===== config.mk =====
export PLATFORM = sky130hd
export DESIGN_NAME = axi_channel_monitor
export DESIGN_NICKNAME = d
export VERILOG_FILES = /design/src/rtl/axi_mon_pkg.sv /design/src/rtl/axi_mon_len_fifo.sv /design/src/rtl/axi_channel_monitor.sv
export SDC_FILE = /design/constraint.sdc
export NUM_CORES = 2
export LEC_CHECK = 0
export BUFFER_PORTS_ARGS = -buffer_cell sky130_fd_sc_hd__clkbuf_2
export CAP_MARGIN = 20
export CORE_ASPECT_RATIO = 1.1
export CORE_UTILIZATION = 40
export CTS_CLUSTER_SIZE = 16
export DETAILED_ROUTE_END_ITERATION = 8
export SETUP_SLACK_MARGIN = 0.02
export SLEW_MARGIN = 5
export SYNTH_ARGS = -nofsm -noshare
export SYNTH_HDL_FRONTEND = slang
export SYNTH_SLANG_ARGS = --single-unit

===== constraint.sdc =====
create_clock -name clk -period 18.1 [get_ports clk]
set_input_delay 0.905 -clock clk [delete_from_list [all_inputs] [get_ports clk]]
set_output_delay 0.905 -clock clk [all_outputs]
set_load 0.1 [all_outputs]

===== src/rtl/axi_mon_pkg.sv =====
// Shared definitions for the passive AXI4 channel monitor: error bit map and statistic codes.
package axi_mon_pkg;

  localparam int unsigned ERR_W = 13;

  // err_vec bit positions; bits 0..3 follow the AW/W/AR/R channel order
  localparam int unsigned ErrAwDrop       = 0;
  localparam int unsigned ErrWDrop        = 1;
  localparam int unsigned ErrArDrop       = 2;
  localparam int unsigned ErrRDrop        = 3;
  localparam int unsigned ErrAwAddr       = 4;
  localparam int unsigned ErrArAddr       = 5;
  localparam int unsigned ErrWLen         = 6;
  localparam int unsigned ErrRLen         = 7;
  localparam int unsigned ErrStallTimeout = 8;
  localparam int unsigned ErrOverflow     = 9;
  localparam int unsigned ErrBNoOut       = 10;
  localparam int unsigned ErrRNoOut       = 11;
  localparam int unsigned ErrWNoLen       = 12;

  typedef enum logic [3:0] {
    StatAwXfer  = 4'd0,
    StatWXfer   = 4'd1,
    StatBXfer   = 4'd2,
    StatArXfer  = 4'd3,
    StatRXfer   = 4'd4,
    StatAwStall = 4'd5,
    StatWStall  = 4'd6,
    StatArStall = 4'd7,
    StatRStall  = 4'd8,
    StatMaxRun  = 4'd9,
    StatWrOut   = 4'd10,
    StatRdOut   = 4'd11
  } stat_sel_e;

endpackage


===== src/rtl/axi_mon_len_fifo.sv =====
// Burst-length FIFO (8-bit entries); a push while full is dropped unless a pop frees the slot.
module axi_mon_len_fifo #(
  parameter int unsigned Depth = 16  // power of two, >= 2
) (
  input  logic       clk,
  input  logic       rst_n,
  input  logic       push,
  input  logic       pop,
  input  logic [7:0] din,
  output logic       full,
  output logic       empty,
  output logic [7:0] head
);

  localparam int unsigned AddrW = $clog2(Depth);
  localparam int unsigned PtrW  = AddrW + 1;

  logic [PtrW-1:0] wr_ptr_q, rd_ptr_q;
  logic [7:0]      mem_q [Depth];
  logic            do_push, do_pop;

  assign empty   = (wr_ptr_q == rd_ptr_q);
  assign full    = (wr_ptr_q[AddrW] != rd_ptr_q[AddrW]) &&
                   (wr_ptr_q[AddrW-1:0] == rd_ptr_q[AddrW-1:0]);
  assign do_pop  = pop & ~empty;
  assign do_push = push & (~full | do_pop);
  assign head    = mem_q[rd_ptr_q[AddrW-1:0]];

  always_ff @(posedge clk) begin
    if (!rst_n) begin
      wr_ptr_q <= '0;
      rd_ptr_q <= '0;
    end else begin
      if (do_push) wr_ptr_q <= wr_ptr_q + PtrW'(1);
      if (do_pop)  rd_ptr_q <= rd_ptr_q + PtrW'(1);
    end
  end

  always_ff @(posedge clk) begin
    if (do_push) mem_q[wr_ptr_q[AddrW-1:0]] <= din;
  end

endmodule


===== src/rtl/axi_channel_monitor.sv =====
// Passive AXI4 monitor: saturating statistics, burst tracking and sticky protocol errors.
// Define AXI_MON_LOG_EN for a simulation-only transfer/error trace.
module axi_channel_monitor
  import axi_mon_pkg::*;
#(
  parameter int unsigned AXI_ADDR_WIDTH  = 32,
  parameter int unsigned CNT_WIDTH       = 32,
  parameter int unsigned STALL_TIMEOUT   = 256,
  parameter int unsigned MAX_OUTSTANDING = 16
) (
  input  logic                      clk,
  input  logic                      rst_n,
  input  logic                      aw_valid,
  input  logic                      aw_ready,
  input  logic [AXI_ADDR_WIDTH-1:0] aw_addr,
  input  logic [7:0]                aw_len,
  input  logic                      w_valid,
  input  logic                      w_ready,
  input  logic                      w_last,
  input  logic                      b_valid,
  input  logic                      b_ready,
  input  logic                      ar_valid,
  input  logic                      ar_ready,
  input  logic [AXI_ADDR_WIDTH-1:0] ar_addr,
  input  logic [7:0]                ar_len,
  input  logic                      r_valid,
  input  logic                      r_ready,
  input  logic                      r_last,
  input  logic                      clear_stats,
  input  logic [3:0]                stat_sel,
  output logic [CNT_WIDTH-1:0]      stat_data,
  output logic [ERR_W-1:0]          err_vec,
  output logic                      err_any
);

  localparam int unsigned NumXfer  = 5;
  localparam int unsigned NumStall = 4;

  typedef logic [CNT_WIDTH-1:0] cnt_t;
  localparam cnt_t CntMax  = '1;
  localparam cnt_t CntOne  = cnt_t'(1);
  localparam cnt_t Timeout = cnt_t'(STALL_TIMEOUT);

  logic aw_fire, w_fire, b_fire, ar_fire, r_fire, w_last_fire, r_last_fire;
  logic [NumXfer-1:0]  xfer_fire;
  logic [NumStall-1:0] ch_valid, ch_ready, ch_stall;

  assign aw_fire     = aw_valid & aw_ready;
  assign w_fire      = w_valid & w_ready;
  assign b_fire      = b_valid & b_ready;
  assign ar_fire     = ar_valid & ar_ready;
  assign r_fire      = r_valid & r_ready;
  assign w_last_fire = w_fire & w_last;
  assign r_last_fire = r_fire & r_last;
  assign xfer_fire   = {r_fire, ar_fire, b_fire, w_fire, aw_fire};
  assign ch_valid    = {r_valid, ar_valid, w_valid, aw_valid};
  assign ch_ready    = {r_ready, ar_ready, w_ready, aw_ready};
  assign ch_stall    = ch_valid & ~ch_ready;

  logic [NumXfer-1:0][CNT_WIDTH-1:0]  xfer_q, xfer_d;
  logic [NumStall-1:0][CNT_WIDTH-1:0] stall_q, stall_d, run_q, run_d;
  cnt_t                               max_q, max_d, wr_out_q, wr_out_d, rd_out_q, rd_out_d;
  logic [8:0]                         w_beat_q, w_beat_d, r_beat_q, r_beat_d;
  logic [NumStall-1:0]                stall_prev_q;
  logic [AXI_ADDR_WIDTH-1:0]          aw_addr_q, ar_addr_q;
  logic [ERR_W-1:0]                   err_q, err_d, err_set;
  cnt_t                               stat_q, stat_d;
  logic                               err_any_q;

  // Length FIFOs; an AW/AR arriving with the closing xLAST on an empty FIFO bypasses it
  logic       aw_push, aw_pop, aw_full, aw_empty, aw_bypass;
  logic       ar_push, ar_pop, ar_full, ar_empty, ar_bypass;
  logic [7:0] aw_head, ar_head, w_len, r_len;

  assign aw_bypass = w_last_fire & aw_empty & aw_fire;
  assign aw_pop    = w_last_fire & ~aw_empty;
  assign aw_push   = aw_fire & ~aw_bypass;
  assign ar_bypass = r_last_fire & ar_empty & ar_fire;
  assign ar_pop    = r_last_fire & ~ar_empty;
  assign ar_push   = ar_fire & ~ar_bypass;
  assign w_len     = aw_empty ? aw_len : aw_head;
  assign r_len     = ar_empty ? ar_len : ar_head;

  axi_mon_len_fifo #(
    .Depth (MAX_OUTSTANDING)
  ) u_aw_fifo (
    .clk   (clk),
    .rst_n (rst_n),
    .push  (aw_push),
    .pop   (aw_pop),
    .din   (aw_len),
    .full  (aw_full),
    .empty (aw_empty),
    .head  (aw_head)
  );

  axi_mon_len_fifo #(
    .Depth (MAX_OUTSTANDING)
  ) u_ar_fifo (
    .clk   (clk),
    .rst_n (rst_n),
    .push  (ar_push),
    .pop   (ar_pop),
    .din   (ar_len),
    .full  (ar_full),
    .empty (ar_empty),
    .head  (ar_head)
  );

  always_comb begin
    err_set = '0;
    max_d   = max_q;
    for (int i = 0; i < NumXfer; i++) begin
      xfer_d[i] = (xfer_fire[i] && xfer_q[i] != CntMax) ? xfer_q[i] + CntOne : xfer_q[i];
    end
    for (int i = 0; i < NumStall; i++) begin
      stall_d[i] = (ch_stall[i] && stall_q[i] != CntMax) ? stall_q[i] + CntOne : stall_q[i];
      if (ch_stall[i]) begin
        run_d[i] = (run_q[i] != CntMax) ? run_q[i] + CntOne : run_q[i];
      end else begin
        run_d[i] = '0;
      end
      if (run_d[i] > max_d) max_d = run_d[i];
      if (ch_stall[i] && run_d[i] == Timeout) err_set[ErrStallTimeout] = 1'b1;
      if (stall_prev_q[i] && !ch_valid[i]) err_set[i] = 1'b1;
    end
    err_set[ErrAwAddr] = stall_prev_q[0] & aw_valid & (aw_addr != aw_addr_q);
    err_set[ErrArAddr] = stall_prev_q[2] & ar_valid & (ar_addr != ar_addr_q);

    // Beat counters hold beats-1 at the closing beat, matching AxLEN encoding
    w_beat_d = w_beat_q;
    if (w_last_fire)                       w_beat_d = '0;
    else if (w_fire && w_beat_q != '1)     w_beat_d = w_beat_q + 9'd1;
    r_beat_d = r_beat_q;
    if (r_last_fire)                       r_beat_d = '0;
    else if (r_fire && r_beat_q != '1)     r_beat_d = r_beat_q + 9'd1;

    err_set[ErrWLen]     = (aw_pop | aw_bypass) & (w_beat_q != {1'b0, w_len});
    err_set[ErrRLen]     = (ar_pop | ar_bypass) & (r_beat_q != {1'b0, r_len});
    err_set[ErrWNoLen]   = w_last_fire & ~aw_pop & ~aw_bypass;
    err_set[ErrOverflow] = (aw_push & aw_full & ~aw_pop) | (ar_push & ar_full & ~ar_pop);
    err_set[ErrBNoOut]   = b_fire & (wr_out_q == '0);
    err_set[ErrRNoOut]   = r_last_fire & (rd_out_q == '0);

    wr_out_d = wr_out_q;
    if (aw_fire && !b_fire) begin
      if (wr_out_q != CntMax) wr_out_d = wr_out_q + CntOne;
    end else if (b_fire && !aw_fire && wr_out_q != '0) begin
      wr_out_d = wr_out_q - CntOne;
    end
    rd_out_d = rd_out_q;
    if (ar_fire && !r_last_fire) begin
      if (rd_out_q != CntMax) rd_out_d = rd_out_q + CntOne;
    end else if (r_last_fire && !ar_fire && rd_out_q != '0) begin
      rd_out_d = rd_out_q - CntOne;
    end

    err_d = err_q | err_set;

    // Clear wins over same-cycle increments; tracking state is left intact
    if (clear_stats) begin
      xfer_d  = '0;
      stall_d = '0;
      max_d   = '0;
      err_d   = '0;
    end

    case (stat_sel)
      StatAwXfer:  stat_d = xfer_q[0];
      StatWXfer:   stat_d = xfer_q[1];
      StatBXfer:   stat_d = xfer_q[2];
      StatArXfer:  stat_d = xfer_q[3];
      StatRXfer:   stat_d = xfer_q[4];
      StatAwStall: stat_d = stall_q[0];
      StatWStall:  stat_d = stall_q[1];
      StatArStall: stat_d = stall_q[2];
      StatRStall:  stat_d = stall_q[3];
      StatMaxRun:  stat_d = max_q;
      StatWrOut:   stat_d = wr_out_q;
      StatRdOut:   stat_d = rd_out_q;
      default:     stat_d = '0;
    endcase
  end

  always_ff @(posedge clk) begin
    if (!rst_n) begin
      xfer_q       <= '0;
      stall_q      <= '0;
      run_q        <= '0;
      max_q        <= '0;
      wr_out_q     <= '0;
      rd_out_q     <= '0;
      w_beat_q     <= '0;
      r_beat_q     <= '0;
      stall_prev_q <= '0;
      aw_addr_q    <= '0;
      ar_addr_q    <= '0;
      err_q        <= '0;
      stat_q       <= '0;
      err_any_q    <= 1'b0;
    end else begin
      xfer_q       <= xfer_d;
      stall_q      <= stall_d;
      run_q        <= run_d;
      max_q        <= max_d;
      wr_out_q     <= wr_out_d;
      rd_out_q     <= rd_out_d;
      w_beat_q     <= w_beat_d;
      r_beat_q     <= r_beat_d;
      stall_prev_q <= ch_stall;
      aw_addr_q    <= aw_addr;
      ar_addr_q    <= ar_addr;
      err_q        <= err_d;
      stat_q       <= stat_d;
      err_any_q    <= |err_q;
    end
  end

  assign stat_data = stat_q;
  assign err_vec   = err_q;
  assign err_any   = err_any_q;

`ifdef AXI_MON_LOG_EN
  function automatic string chan_name(int idx);
    case (idx)
      0:       return "AW";
      1:       return "W";
      2:       return "AR";
      default: return "R";
    endcase
  endfunction

  always @(posedge clk) begin
    if (rst_n) begin
      if (aw_fire) $display("%0t axi_mon AW addr=%h len=%0d", $time, aw_addr, aw_len);
      if (w_fire)  $display("%0t axi_mon W last=%0b", $time, w_last);
      if (b_fire)  $display("%0t axi_mon B", $time);
      if (ar_fire) $display("%0t axi_mon AR addr=%h len=%0d", $time, ar_addr, ar_len);
      if (r_fire)  $display("%0t axi_mon R last=%0b", $time, r_last);
      for (int i = 0; i < NumStall; i++) begin
        if (ch_stall[i] && run_d[i] == Timeout)
          $display("%0t axi_mon %s stall timeout", $time, chan_name(i));
      end
      for (int i = 0; i < ERR_W; i++) begin
        if (err_set[i] && !err_q[i] && !clear_stats)
          $display("%0t axi_mon err_vec[%0d] raised", $time, i);
      end
    end
  end
`endif

endmodule


==> flow_metrics.tcl <==
set metrics [dict create \
    status "complete, no violations" \
    cp-end-kind "flip-flop" \
    power.share.switching_pct 33.0 \
    crit_family "simple AND/OR/NAND/NOR gates" \
    diodes 0 \
    reg2reg_depth 55 \
    p_switching_mw 1.95 \
    clkLatencyLatePin_ns 0.74 \
    netlist_instances 4983 \
    ctsHoldBuffers 0 \
    ys_seq_elements 928 \
    fillCellCount 11226 \
    hpwl_mm 108 \
    drt-vias-per-instance 5.72 \
    synth_area_mm2 0.0473 \
    core-area_mm2 0.117 \
    worst_setup_path_start_kind "flip-flop" \
    synth_top_area_share_pct 28.4 \
    min_period_ns 13.78 \
    io_buffer_count 144 \
    cts-resized-gates 0 \
    synth_area_leaders "dfxtp_1, edfxtp_1, nor2_1" \
    regArea_mm2 0.0211 \
    cts_num_sinks 928 \
    h-tree-depth 3 \
    grt_pass1_wl_mm 224 \
    clock.fmax_ghz 0.0726 \
    multiInputGateArea_mm2 0.0251 \
    syn_avg_cell_area_um2 9.50 \
    syn_to_final_growth_pct 12.4 \
    synth_edf_count 256 \
    yosysWarnings 0 \
    grt_max_degree 206 \
    slew_headroom_pct 23.1 \
    gp_congestion 0.941 \
    pwr-share-comb_pct 24.7 \
    crit_cells 55 \
    cts_tree "built" \
    clkSlewWorstSetupHoldPaths_ns 0.06 \
    final_hold_viol_count 0 \
    drv_cap 0 \
    cp.buffers_inverters 3 \
    r2r-start "run_q[0]" \
    worst_path_largest_cell_delay_ns 0.97 \
    grt_overflow 0 \
    worstPathMaxFanout 42 \
    hp-class "primary input to flip-flop" \
    antenna_found_initial 2 \
    die-area_mm2 0.120 \
    wl_per_cell_um 22.0 \
    rrSetupSlack_ns 4.32 \
    critPathSlowestCell "nor4_1" \
    post-route-period-util_pct 76.1 \
    p_leak_nw 19.0 \
    rsz0062_at_grt "no" \
    setup_violations 0 \
    synth.most_common_cell "nor2_1" \
    ir_drop_mv 0.183 \
    skew_ns 0.0710 \
    initial_core_util_pct 40.5 \
    grt_usage_pct 24.4 \
    powerDensity_mw_per_mm2 111 \
    drive_above_1_share_pct 10.2 \
    design_area_mm2 0.0532 \
    fin_setup_tns_ns 0 \
    pwr-share-clk_pct 36.3 \
    synthArstFlopShare_pct 0 \
    cts_setup_buffers 0 \
    clk_path_buf_depth 3 \
    placed_area_mm2 0.0497 \
    cp.arrival_ns 14.40 \
    grt_pass1_vias 36786 \
    timing.rr.end "max_q[12]" \
    min_to "ar_addr_q[7]" \
    drt_iter0_drc 3444 \
    hold_depth 2 \
    intPower_mw 3.96 \
    worst_ep_required_time_ns 18.72 \
    synth_commonest_cells "nor2_1, dfxtp_1, xor2_1" \
    ys_seq_area_share_pct 44.7 \
    cts-root-buf "clkbuf_16" \
    die_h_um 363 \
    synth_cell_types 79 \
    num_io_pins 145 \
    die_w_um 330 \
    nets 5395 \
    drv_slew 0 \
    worstSetupPathType "flip-flop to flip-flop" \
    worstHoldStart "ar_addr[7]" \
    cts_made_buffers 100 \
    worst_pin_slew_ns 1.15 \
    drc_errors 0 \
    final_antenna_net_count 0 \
    via_count 38289 \
    synth_ff_type "dfxtp_1" \
    synth_area_leader_cell "dfxtp_1" \
    synth.net_count 5296 \
    dr.pass1.iters 6 \
    p_seq_share_pct 39.0 \
    routed_wl_mm 147 \
    num_rows 131 \
]
registers in the layout, indices dropped and copies added, names as in the netlist, 9 cells and up, named ones only:
signal           flops
wr_out_q            32
run_q              128
xfer_q             160
stat_data           32
aw_addr_q           32
w_beat_q             9
u_aw_fifo.mem_q    128
r_beat_q             9
rd_out_q            32
ar_addr_q           32
err_vec             13
stall_q            128
u_ar_fifo.mem_q    128
max_q               32
stage by stage:
step | utilization [%] | worst slack (ns) | hold slack (ns) | total power [mW] | cells
floorplan | - | 7.03 | 0.438 | 3.42 | 4983
global placement | 42.6 | 4.76 | 0.455 | 3.77 | 6509
detailed placement | 42.6 | 4.60 | 0.476 | 3.78 | 6509
CTS | 45.6 | 4.56 | 0.360 | 5.94 | 6697
global route | 45.6 | 3.16 | 0.400 | 6.20 | 6697
finish | 45.6 | 4.32 | 0.418 | 5.91 | 6697
metal layers:
metal / wire [µm] / track usage [%] / vias up
met5: 0 / 0 / -
met1: 63900 / 32.3 / 18546
li1: - / - / 18187
met2: 66700 / 38.7 / 1252
met3: 9280 / 3.64 / 304
met4: 7230 / 12.1 / 0
worst register-to-register path: cells and delay by family (launching register included):
| family | cells | cell delay (ns) |
|---|---|---|
| simple gates | 22 | 5.12 |
| xor+xnor | 1 | 0.24 |
| buf+inv | 3 | 1.12 |
| flops | 1 | 0.39 |
| mux | 1 | 0.44 |
| compound gates | 23 | 4.94 |
| fa+ha+maj | 5 | 1.42 |
placed cells by master (no fill, tap or decap), drive strengths merged, types with 45 or more instances in the layout:
cell type / instances
a21o: 71
a21oi: 271
a221oi: 64
a22o: 63
a22oi: 70
a31oi: 46
and2: 80
and3: 82
buf: 56
clkbuf: 272
dfxtp: 672
edfxtp: 256
ha: 212
inv: 123
mux2i: 49
mux4: 80
nand2: 303
nand2b: 45
nand3: 188
nand4: 168
nor2: 776
nor3: 152
nor4: 60
o21ai: 117
or3: 61
xnor2: 219
xor2: 304
cell families (layout without fill, tap and decap cells):
family / Yosys count / count (layout) / share of synthesized area [%]
flops: 928 / 928 / 44.7
buf+inv: 319 / 504 / 2.54
mux: 156 / 156 / 5.49
xor+xnor: 523 / 523 / 9.68
simple gates: 2018 / 2018 / 20.5
fa+ha+maj: 215 / 215 / 5.71
compound gates: 824 / 824 / 11.4
power by group through the flow:
stage	Sequential, mW	Clock [mW]	Combinational, mW
6_report	2.31	2.15	1.46
3_5_place_dp	2.35	0	1.44
3_3_place_gp	2.35	0	1.42
4_1_cts	2.30	2.19	1.44
5_1_grt	2.31	2.27	1.62
2_1_floorplan	2.30	0	1.12
how the worst max path moves through the flow:
stage / from / slack [ns] / to
after floorplan: run_q[0] / 7.03 / max_q[20]
after global routing: run_q[0] / 3.16 / max_q[12]
after global placement: run_q[0] / 4.76 / max_q[11]
after detailed placement: run_q[0] / 4.60 / max_q[12]
final: run_q[0] / 4.32 / max_q[12]
after CTS: run_q[0] / 4.56 / max_q[12]
area by class of cell:
type,instances,area share [%]
repair buffers,199,2.16
clock inverters,59,1.23
multi-input cells,3736,47.2
flip-flops and latches,928,39.7
clock buffers,129,5.27
well taps,1529,3.60
inverters,117,0.835
Power figures use the tool's default switching activity.
